<file path="src/rtl/loader_pkg.sv">
// Shared definitions for the UART program loader: receiver state encoding,
// default baud divisor and the byte-lane ordering used when packing words.
package loader_pkg;

    typedef enum logic [1:0] {
        RX_IDLE,
        RX_START,
        RX_DATA,
        RX_STOP
    } rx_state_t;

    // 100 MHz clock / 115200 baud.
    localparam int DEFAULT_CLKS_PER_BIT = 868;

    // Lane that receives the first byte of a word; big-endian, so the MSB lane.
    localparam logic [1:0] FIRST_LANE = 2'd3;

    // Byte lane (0 = bits [7:0]) written by the byte at position byte_idx.
    function automatic logic [1:0] lane_of(input logic [1:0] byte_idx);
        return FIRST_LANE - byte_idx;
    endfunction

endpackage

</file>
<file path="src/rtl/uart_mem_loader_if.sv">
// Word-write port between the loader and the CPU instruction/data memory.
interface uart_mem_loader_if;

    logic        mem_we;
    logic [31:0] mem_addr;
    logic [31:0] mem_wdata;

    modport master (output mem_we, mem_addr, mem_wdata);
    modport slave  (input  mem_we, mem_addr, mem_wdata);

endinterface

</file>
<file path="src/rtl/uart_rx.sv">
// 8N1 UART receiver: rx synchroniser, receive FSM and baud/bit counters.
// rx_valid and rx_ferr pulse for one cycle on the stop-bit sample.
module uart_rx
    import loader_pkg::*;
#(
    parameter int CLKS_PER_BIT = DEFAULT_CLKS_PER_BIT
) (
    input  logic       clk,
    input  logic       reset,
    input  logic       rx,
    output logic [7:0] rx_byte,
    output logic       rx_valid,
    output logic       rx_ferr
);

    localparam int               CNT_W    = $clog2(CLKS_PER_BIT);
    localparam logic [CNT_W-1:0] HALF_END = CNT_W'(CLKS_PER_BIT / 2 - 1);
    localparam logic [CNT_W-1:0] BIT_END  = CNT_W'(CLKS_PER_BIT - 1);

    logic             rx_meta;
    logic             rx_s;
    rx_state_t        state,   state_d;
    logic [CNT_W-1:0] cnt,     cnt_d;
    logic [2:0]       bit_idx, bit_idx_d;
    logic [7:0]       shift,   shift_d;

    // Two-flop synchroniser; resets to the idle-high line level so reset never looks like a start bit.
    always_ff @(posedge clk) begin
        // NOTE: non-blocking assignments so every flop samples pre-edge values.
        if (!reset) begin
            rx_meta <= 1'b1;
            rx_s    <= 1'b1;
        end else begin
            rx_meta <= rx;
            rx_s    <= rx_meta;
        end
    end

    // FSM state, baud counter, bit counter and data shift register.
    always_ff @(posedge clk) begin
        if (!reset) begin
            state   <= RX_IDLE;
            cnt     <= '0;
            bit_idx <= '0;
            shift   <= '0;
        end else begin
            state   <= state_d;
            cnt     <= cnt_d;
            bit_idx <= bit_idx_d;
            shift   <= shift_d;
        end
    end

    // Next-state decode; start bit checked at mid-bit, data and stop one bit period apart.
    always_comb begin
        // NOTE: every output gets a default first so no path infers a latch.
        state_d   = state;
        cnt_d     = cnt + CNT_W'(1);
        bit_idx_d = bit_idx;
        shift_d   = shift;
        rx_valid  = 1'b0;
        rx_ferr   = 1'b0;
        unique case (state)
            RX_IDLE: begin
                cnt_d     = '0;
                bit_idx_d = '0;
                if (!rx_s) state_d = RX_START;
            end
            RX_START: begin
                if (cnt == HALF_END) begin
                    cnt_d   = '0;
                    state_d = rx_s ? RX_IDLE : RX_DATA;
                end
            end
            RX_DATA: begin
                if (cnt == BIT_END) begin
                    cnt_d     = '0;
                    shift_d   = {rx_s, shift[7:1]};
                    bit_idx_d = bit_idx + 3'd1;
                    if (bit_idx == 3'd7) state_d = RX_STOP;
                end
            end
            RX_STOP: begin
                if (cnt == BIT_END) begin
                    cnt_d    = '0;
                    state_d  = RX_IDLE;
                    rx_valid = rx_s;
                    rx_ferr  = ~rx_s;
                end
            end
            default: state_d = RX_IDLE;
        endcase
    end

    assign rx_byte = shift;

endmodule

</file>
<file path="src/rtl/uart_mem_loader.sv">
// Serial program loader: packs received bytes into big-endian words and
// writes them to consecutive memory words while holding the CPU in reset.
module uart_mem_loader
    import loader_pkg::*;
#(
    parameter int CLKS_PER_BIT = DEFAULT_CLKS_PER_BIT,
    parameter int ADDR_W       = 8
) (
    input  logic              clk,
    input  logic              reset,
    input  logic              rx,
    input  logic              load_en,
    output logic              cpu_hold,
    uart_mem_loader_if.master mem,
    output logic [7:0]        word_count,
    output logic              frame_err
);

    logic [7:0]        rx_byte;
    logic              rx_valid;
    logic              rx_ferr;
    logic              load_q;
    logic              load_rise;
    logic              load_fall;
    logic              accept;
    logic [1:0]        byte_idx;
    logic [ADDR_W-1:0] word_idx;
    logic [31:0]       word_buf;
    logic [31:0]       word_next;

    uart_rx #(.CLKS_PER_BIT(CLKS_PER_BIT)) u_rx (
        .clk      (clk),
        .reset    (reset),
        .rx       (rx),
        .rx_byte  (rx_byte),
        .rx_valid (rx_valid),
        .rx_ferr  (rx_ferr)
    );

    assign load_rise = load_en & ~load_q;
    assign load_fall = ~load_en & load_q;
    // load_q is still high in the falling-edge cycle, so a word completing there is written;
    // it is low in the rising-edge cycle, so a byte completing there is dropped.
    assign accept    = rx_valid & load_q;

    // Current word with the incoming byte merged into its lane.
    always_comb begin
        word_next = word_buf;
        word_next[8 * int'(lane_of(byte_idx)) +: 8] = rx_byte;
    end

    // Load-mode edge handling, byte packing, write strobe and status outputs.
    always_ff @(posedge clk) begin
        if (!reset) begin
            load_q        <= 1'b0;
            cpu_hold      <= 1'b0;
            byte_idx      <= '0;
            word_idx      <= '0;
            word_buf      <= '0;
            word_count    <= '0;
            frame_err     <= 1'b0;
            mem.mem_we    <= 1'b0;
            mem.mem_addr  <= '0;
            mem.mem_wdata <= '0;
        end else begin
            load_q     <= load_en;
            cpu_hold   <= load_en;
            mem.mem_we <= 1'b0;
            if (load_rise) begin
                byte_idx     <= '0;
                word_idx     <= '0;
                word_count   <= '0;
                frame_err    <= 1'b0;
                mem.mem_addr <= '0;
            end else begin
                if (accept) begin
                    word_buf <= word_next;
                    byte_idx <= byte_idx + 2'd1;
                    if (byte_idx == 2'd3) begin
                        mem.mem_we    <= 1'b1;
                        mem.mem_wdata <= word_next;
                        mem.mem_addr  <= 32'({word_idx, 2'b00});
                        word_idx      <= word_idx + ADDR_W'(1);
                        if (word_count != 8'hFF) word_count <= word_count + 8'd1;
                    end
                end
                if (load_fall) byte_idx <= '0;
                if (rx_ferr && load_en) frame_err <= 1'b1;
            end
        end
    end

endmodule
</file>
<file path="src/flat_wrapper.sv">
// flat-port wrapper written by rule: the top's interface ports become plain ports
module uart_mem_loader_flat import loader_pkg::*;
#(
    parameter int CLKS_PER_BIT = DEFAULT_CLKS_PER_BIT,
    parameter int ADDR_W       = 8
)
  (clk, reset, rx, load_en, cpu_hold, word_count, frame_err, mem_mem_we, mem_mem_addr, mem_mem_wdata);
  uart_mem_loader_if mem_i ();
  input  logic clk;
  input  logic reset;
  input  logic rx;
  input  logic load_en;
  output logic cpu_hold;
  output logic [7:0] word_count;
  output logic frame_err;
  output wire logic [$bits(mem_i.mem_we)-1:0] mem_mem_we;
  output wire logic [$bits(mem_i.mem_addr)-1:0] mem_mem_addr;
  output wire logic [$bits(mem_i.mem_wdata)-1:0] mem_mem_wdata;
  assign mem_mem_we = mem_i.mem_we;
  assign mem_mem_addr = mem_i.mem_addr;
  assign mem_mem_wdata = mem_i.mem_wdata;
  uart_mem_loader #(.CLKS_PER_BIT(CLKS_PER_BIT), .ADDR_W(ADDR_W)) u_core (.clk(clk), .reset(reset), .rx(rx), .load_en(load_en), .cpu_hold(cpu_hold), .mem(mem_i), .word_count(word_count), .frame_err(frame_err));
endmodule
</file>
<file path="config.mk">
export PLATFORM = sky130hd
export DESIGN_NAME = uart_mem_loader_flat
export DESIGN_NICKNAME = d
export VERILOG_FILES = /design/src/rtl/loader_pkg.sv /design/src/rtl/uart_mem_loader_if.sv /design/src/rtl/uart_rx.sv /design/src/rtl/uart_mem_loader.sv /design/src/flat_wrapper.sv
export SDC_FILE = /design/constraint.sdc
export NUM_CORES = 1
export LEC_CHECK = 0
export CORE_MARGIN = 3
export CORE_UTILIZATION = 54
export DETAILED_ROUTE_END_ITERATION = 7
export PLACE_DENSITY = 0.8
export SETUP_SLACK_MARGIN = 0.15
export SYNTH_ARGS = -nofsm -noshare
export SYNTH_HDL_FRONTEND = slang
export SYNTH_SLANG_ARGS = --single-unit
</file>
<file path="constraint.sdc">
create_clock -name clk -period 2.91 [get_ports clk]
set_input_delay 0.7275 -clock clk [delete_from_list [all_inputs] [get_ports clk]]
set_output_delay 0.7275 -clock clk [all_outputs]
set_load 0.005 [all_outputs]
</file>
### After elaboration in Yosys (flattened, before gate mapping)

Cells that the tools add are included.

| cells by class | value |
|---|---|
| add/sub/neg operators | 7 |
| shift-type cells | 2 |
| multiplexer cells | 18 |
| reductions and logical operators | 14 |
| bitwise operators | 9 |
| equal/unequal tests | 13 |

Operator list:

| cell | number |
|---|---|
| 5-bit negation with 33-bit output | 1 |
| 8-bit by 33-bit variable shift with 32-bit output, first input constant | 1 |
| 8-bit by 33-bit variable part select with 32-bit output | 1 |
| 32-bit bitwise mux | 1 |
| 10-bit one-hot mux with 3 select lines | 1 |
| 10-bit 2-to-1 mux | 2 |
| 8-bit by 1-bit adder with 8-bit output, second input constant | 2 |
| 2-bit 2-to-1 mux | 6 |
| 10-bit by 1-bit adder with 10-bit output, second input constant | 1 |
| 10-bit equality test, second input constant | 1 |
| 10-bit by 9-bit equality test with 1-bit output, second input constant | 1 |
| 2-bit != test, second input constant | 5 |
| 8-bit != test, second input constant | 1 |
| 2-bit one-hot mux with 4 select lines | 1 |
| 2-bit AND reduction | 4 |
| 2-bit equality test, second input constant | 3 |
| 1-bit NOT | 6 |
| 3-bit one-hot mux with 2 select lines | 1 |
| 3-bit AND reduction | 2 |
| 3-bit OR reduction | 2 |
| 1-bit 2-to-1 mux | 5 |
| 5-bit AND reduction | 1 |
| 2-bit OR reduction | 2 |
| 3-bit by 1-bit adder with 3-bit output, second input constant | 1 |
| 9 further kinds | 11 |

| storage, ports and cells | value |
|---|---|
| output and inout bits | 75 |
| word-level logic and storage cells | 78 |
| flip-flop bits (word level) | 118 |

### Depth between registers and ports, before layout

| depth | value |
|---|---|
| depth in word-level cells | 6 |
| mapped depth | 8 |
| mapped depth without buffers | 6 |

### Cells and area by module

A second synthesis with hierarchy kept.

| unflattened totals | value |
|---|---|
| cells, all modules | 533 |
| area total of the unflattened synthesis | 4787.1 µm² |

By module, submodules not included:

| module | area each (µm²) | instances | cells each |
|---|---|---|---|
| uart_mem_loader | 3611.0 | 1 | 407 |
| uart_rx | 1176.1 | 1 | 126 |

### Worst setup path before layout

OpenSTA, ideal clock, no wires.

| path | value |
|---|---|
| kind | reg-to-reg |
| start point | register u_core.u_rx.cnt[0] |
| end point | register u_core.word_idx[6] |
| path slack | 519 ps |
| buffers on the path | 2 |
| cell stages (with the launch flop) | 8 |
| setup time | 70 ps |
| arrival time | 2321 ps |
| cell sequence | dfxtp_1 -> ha_1 -> or3b_1 -> clkbuf_2 -> or4_1 -> buf_2 -> or4_1 -> a21oi_1 |

| between the ends | value |
|---|---|
| longest elaborated chain between the ends | 5 |

RTL lines:

| item | RTL line | RTL |
|---|---|---|
| start: declaration | uart_rx.sv:23 | `logic [CNT_W-1:0] cnt, cnt_d;` |
| start signal: assignment | uart_rx.sv:48 | `cnt <= cnt_d;` |
| 10-bit equality test | uart_rx.sv:84 | `if (cnt == BIT_END) begin` |
| 1-bit 2-to-1 mux | uart_rx.sv:84 |  |
| 1-bit 2-to-1 mux | uart_rx.sv:63 | `unique case (state)` |
| 1-bit AND | uart_mem_loader.sv:44 | `assign accept = rx_valid & load_q;` |
| 2-bit AND reduction (no line) | n/a |  |
| end signal: assignment | uart_mem_loader.sv:83 | `word_idx <= word_idx + ADDR_W'(1);` |
| end: declaration | uart_mem_loader.sv:27 | `logic [ADDR_W-1:0] word_idx;` |

No other way between the ends.
A chain may end at the register's enable or synchronous reset.

### Worst setup path after layout

| path | value |
|---|---|
| start point | register u_core.u_rx.cnt[0] |
| end point | register u_core.word_idx[5] |

Same word-level chain as after synthesis.

==> results.txt <==
EDFF count, synth: 0
Yosys reg bits: 118
IO Count: 79
Synth area leaders: dfxtp_1 (45%), a211oi_1 (9.2%), a21oi_1 (8.3%)
Worst path top cell family by delay: simple AND/OR/NAND/NOR gates
Final setup viols: 0
Worst VDD drop: 0.000364 V
Final ANT Viol Nets: 0
Post-route setup TNS: 0 ps
Hold Path End: u_core.u_rx.rx_s$_SDFF_PN1_
Cell Chain, Critical Path: ha_1 -> or3b_1 -> or4_4 -> or4_1 -> a21oi_1
Hold Buf Count CTS: 0
Pin count of the biggest net entering global routing: 77
DR vias/cell: 5.74
R2r endpoint: u_core.word_idx[5]$_SDFFE_PP0P_
Final wirelength: 12300 um
Setup WS pre-CTS: 281 ps
Initial antenna violation count: 0
Detailed Place HPWL: 8080 um
Fin util: 68.4%
Slew headroom: 51.2%
Lkg Pwr: 2.03 nW
R2R Setup Slk: 360 ps
CTS H-tree lvls: 4
Total Die Area: 10900 um2
Final net count: 663
Vias: 4538
Clk_skew: 11.2 ps
Inserted Clock Buffers: 17
Critical-path top delay cell: or4_4
Ys async rst share: 0%
Final Hold Viols: 0
Clk sinks: 118
Min-Delay Path Class: reg -> reg
Crit Path Max Fanout: 10
Pwr per Cell Area: 569 nW/um2
Buf/Inv on CP: 0
Worst skew pair latency: 510 ps
P&R area growth vs syn: 22.4%
Primary FF master, synth: dfxtp_1
Share of layout cells above drive strength 1: 8.17%
DRT iter0 DRCs: 271
F_max: 391 MHz
TritonRoute pass-1 iters: 5
Post-Place Cell Area: 5820 um2
Critical path launch point type: flop
Crit-path max cell delay: 620 ps
ANT cells: 0
R2R Path Start: u_core.u_rx.cnt[0]$_SDFF_PN0_
Status: finished, final reports clean
Final Max Slew Viols: 0
CP endpoint kind: flop
Period minus WS final: 2550 ps
First-pass GRT wire length: 20900 um
Core Rows: 35
R2R depth: 5
All-layer global routing usage: 23.1%
Routability cong.: 0.870
CTS Root Cell: clkbuf_8
Setup bufs post-CTS: 0
Core Footprint: 9330 um2
Fin crit share: 87.8%
Synth top area share: 45.3%
DRC violations left: 0
Final worst setup slack: 356 ps
Leading area contributor after synthesis: dfxtp_1
CTS tree: done
Post-CTS Resized: 0
Final Instance Area: 6380 um2
Worst Tran Pin Value: 726 ps
Vias in the first global route: 4371
Die Span Y: 104 um
Clock transition at the registers of the reported paths: 50 ps
Sequential area share after synthesis: 45.3%
Tot Pwr: 3.63 mW
Max-cap viol count: 0
Wire per inst: 15.6 um
Total congestion overflow: 0
Initial Utilization: 55.9%
Worst path arrival time: 2990 ps
CP required: 3340 ps
Cells after Synth: 603
Synthesized area: 5220 um2
CTS max path bufs: 2
RSZ-0062 raised after global routing: false
HP Start: u_core.u_rx.rx_meta$_SDFF_PN1_
Yosys Warn Count: 0
Worst Hold Depth: 1
Post-synth cell types: 46
Port bufs: 54
Synthesized area per cell: 8.65 um2
WS Path Type: reg -> reg
# fillers: 740
Die Wd: 104 um
[metal layers]
layer  wire length [um]  global-route usage (%)  up-vias
met5                  0                       0        -
met1               5570                    29.7     2165
li1                   -                       -     2217
met4                215                    7.98        0
met2               5950                    38.5      133
met3                596                    4.84       23
[layout make-up]
| type | instances | area (um2) | area share, % |
|---|---|---|---|
| multi-input combinational | 433 | 2590 | 40.5 |
| sequential | 118 | 2360 | 37.0 |
| timing repair buffer | 70 | 686 | 10.7 |
| clock buffer | 19 | 422 | 6.61 |
| tap | 129 | 161 | 2.53 |
| clock inverter | 13 | 134 | 2.10 |
| inverter | 8 | 30.0 | 0.471 |
[worst reg2reg max path, stage by stage (launching register included)]
cell and delay [ps]:
dfxtp_1 400, ha_1 290, or3b_1 510, or4_4 620, or4_1 510, a21oi_1 160
[cells in the final DEF (no fill, tap or decap), types with 3 or more instances in the layout]
master           instances
o31ai_1                  4
or4_1                    5
o21ai_0                  4
clkinvlp_4               6
nor2_1                  63
clkdlybuf4s50_1         54
inv_1                    7
clkbuf_16               16
nand2_1                 27
a211oi_1                64
nor4_1                   4
a21oi_1                 86
nand4_1                  8
clkinv_2                 4
mux2i_1                  9
dfxtp_1                118
xnor2_1                  7
ha_1                    11
nor2b_1                 35
nand3_1                 26
conb_1                  24
nand2b_1                 4
nor3_1                  11
buf_4                   14
or3_1                    4
xor2_1                   3
[sequential cells by signal (all words and copies together), names as in the netlist, 2 cells and up, named ones only]
signal / cells
u_core.byte_idx: 2
u_core.mem.mem_addr: 8
u_core.mem.mem_wdata: 32
u_core.u_rx.bit_idx: 3
u_core.u_rx.cnt: 10
u_core.u_rx.rx_byte: 8
u_core.word_buf: 32
u_core.word_count: 8
u_core.word_idx: 8
[report_power, final]
part | internal [mW] | switching [mW] | total, mW
clock network | 1.21 | 0.741 | 1.95
registers | 1.62 | 0.00390 | 1.62
logic | 0.0157 | 0.0392 | 0.0549
total | 2.84 | 0.784 | 3.63
[Yosys cell counts, types with 5 or more instances]
library cell	instances
nand2_1	27
ha_1	11
clkbuf_1	31
nand4_1	8
nor4_1	5
inv_1	8
nor2b_1	35
mux2i_1	9
dfxtp_1	118
or4_1	6
nor2_1	64
xnor2_1	7
buf_2	7
buf_4	24
a21oi_1	86
nor3_1	13
nand3_1	26
a211oi_1	64
[how the worst max path moves through the flow]
| stage | end | start | depth (start not counted) |
|---|---|---|---|
| floorplan | u_core.word_idx[6]$_SDFFE_PP0P_ | u_core.u_rx.cnt[0]$_SDFF_PN0_ | 7 |
| global placement | u_core.word_idx[7]$_SDFFE_PP0P_ | u_core.u_rx.cnt[0]$_SDFF_PN0_ | 5 |
| detailed placement | u_core.word_idx[6]$_SDFFE_PP0P_ | u_core.u_rx.cnt[0]$_SDFF_PN0_ | 5 |
| CTS | u_core.word_idx[5]$_SDFFE_PP0P_ | u_core.u_rx.cnt[0]$_SDFF_PN0_ | 5 |
| global route | u_core.word_idx[6]$_SDFFE_PP0P_ | u_core.u_rx.cnt[0]$_SDFF_PN0_ | 5 |
| finish | u_core.word_idx[5]$_SDFFE_PP0P_ | u_core.u_rx.cnt[0]$_SDFF_PN0_ | 5 |
[per-stage QoR]
stage	cells	hold WS (ps)
2_1_floorplan	626	386
3_3_place_gp	758	390
3_5_place_dp	758	396
4_1_cts	790	409
5_1_grt	790	430
6_report	790	406
[cells by family after synthesis]
group	after synthesis	synth area share (%)
DFF	118	45.3
buffers and inverters	75	7.32
other	1	0.0719
AOI/OAI and AO/OA	170	20.4
muxes	10	1.94
xor gates and xnor gates	10	1.68
and+or+nand+nor	208	20.7
adders and majority gates	11	2.64
(Power assumes the default switching activity.)
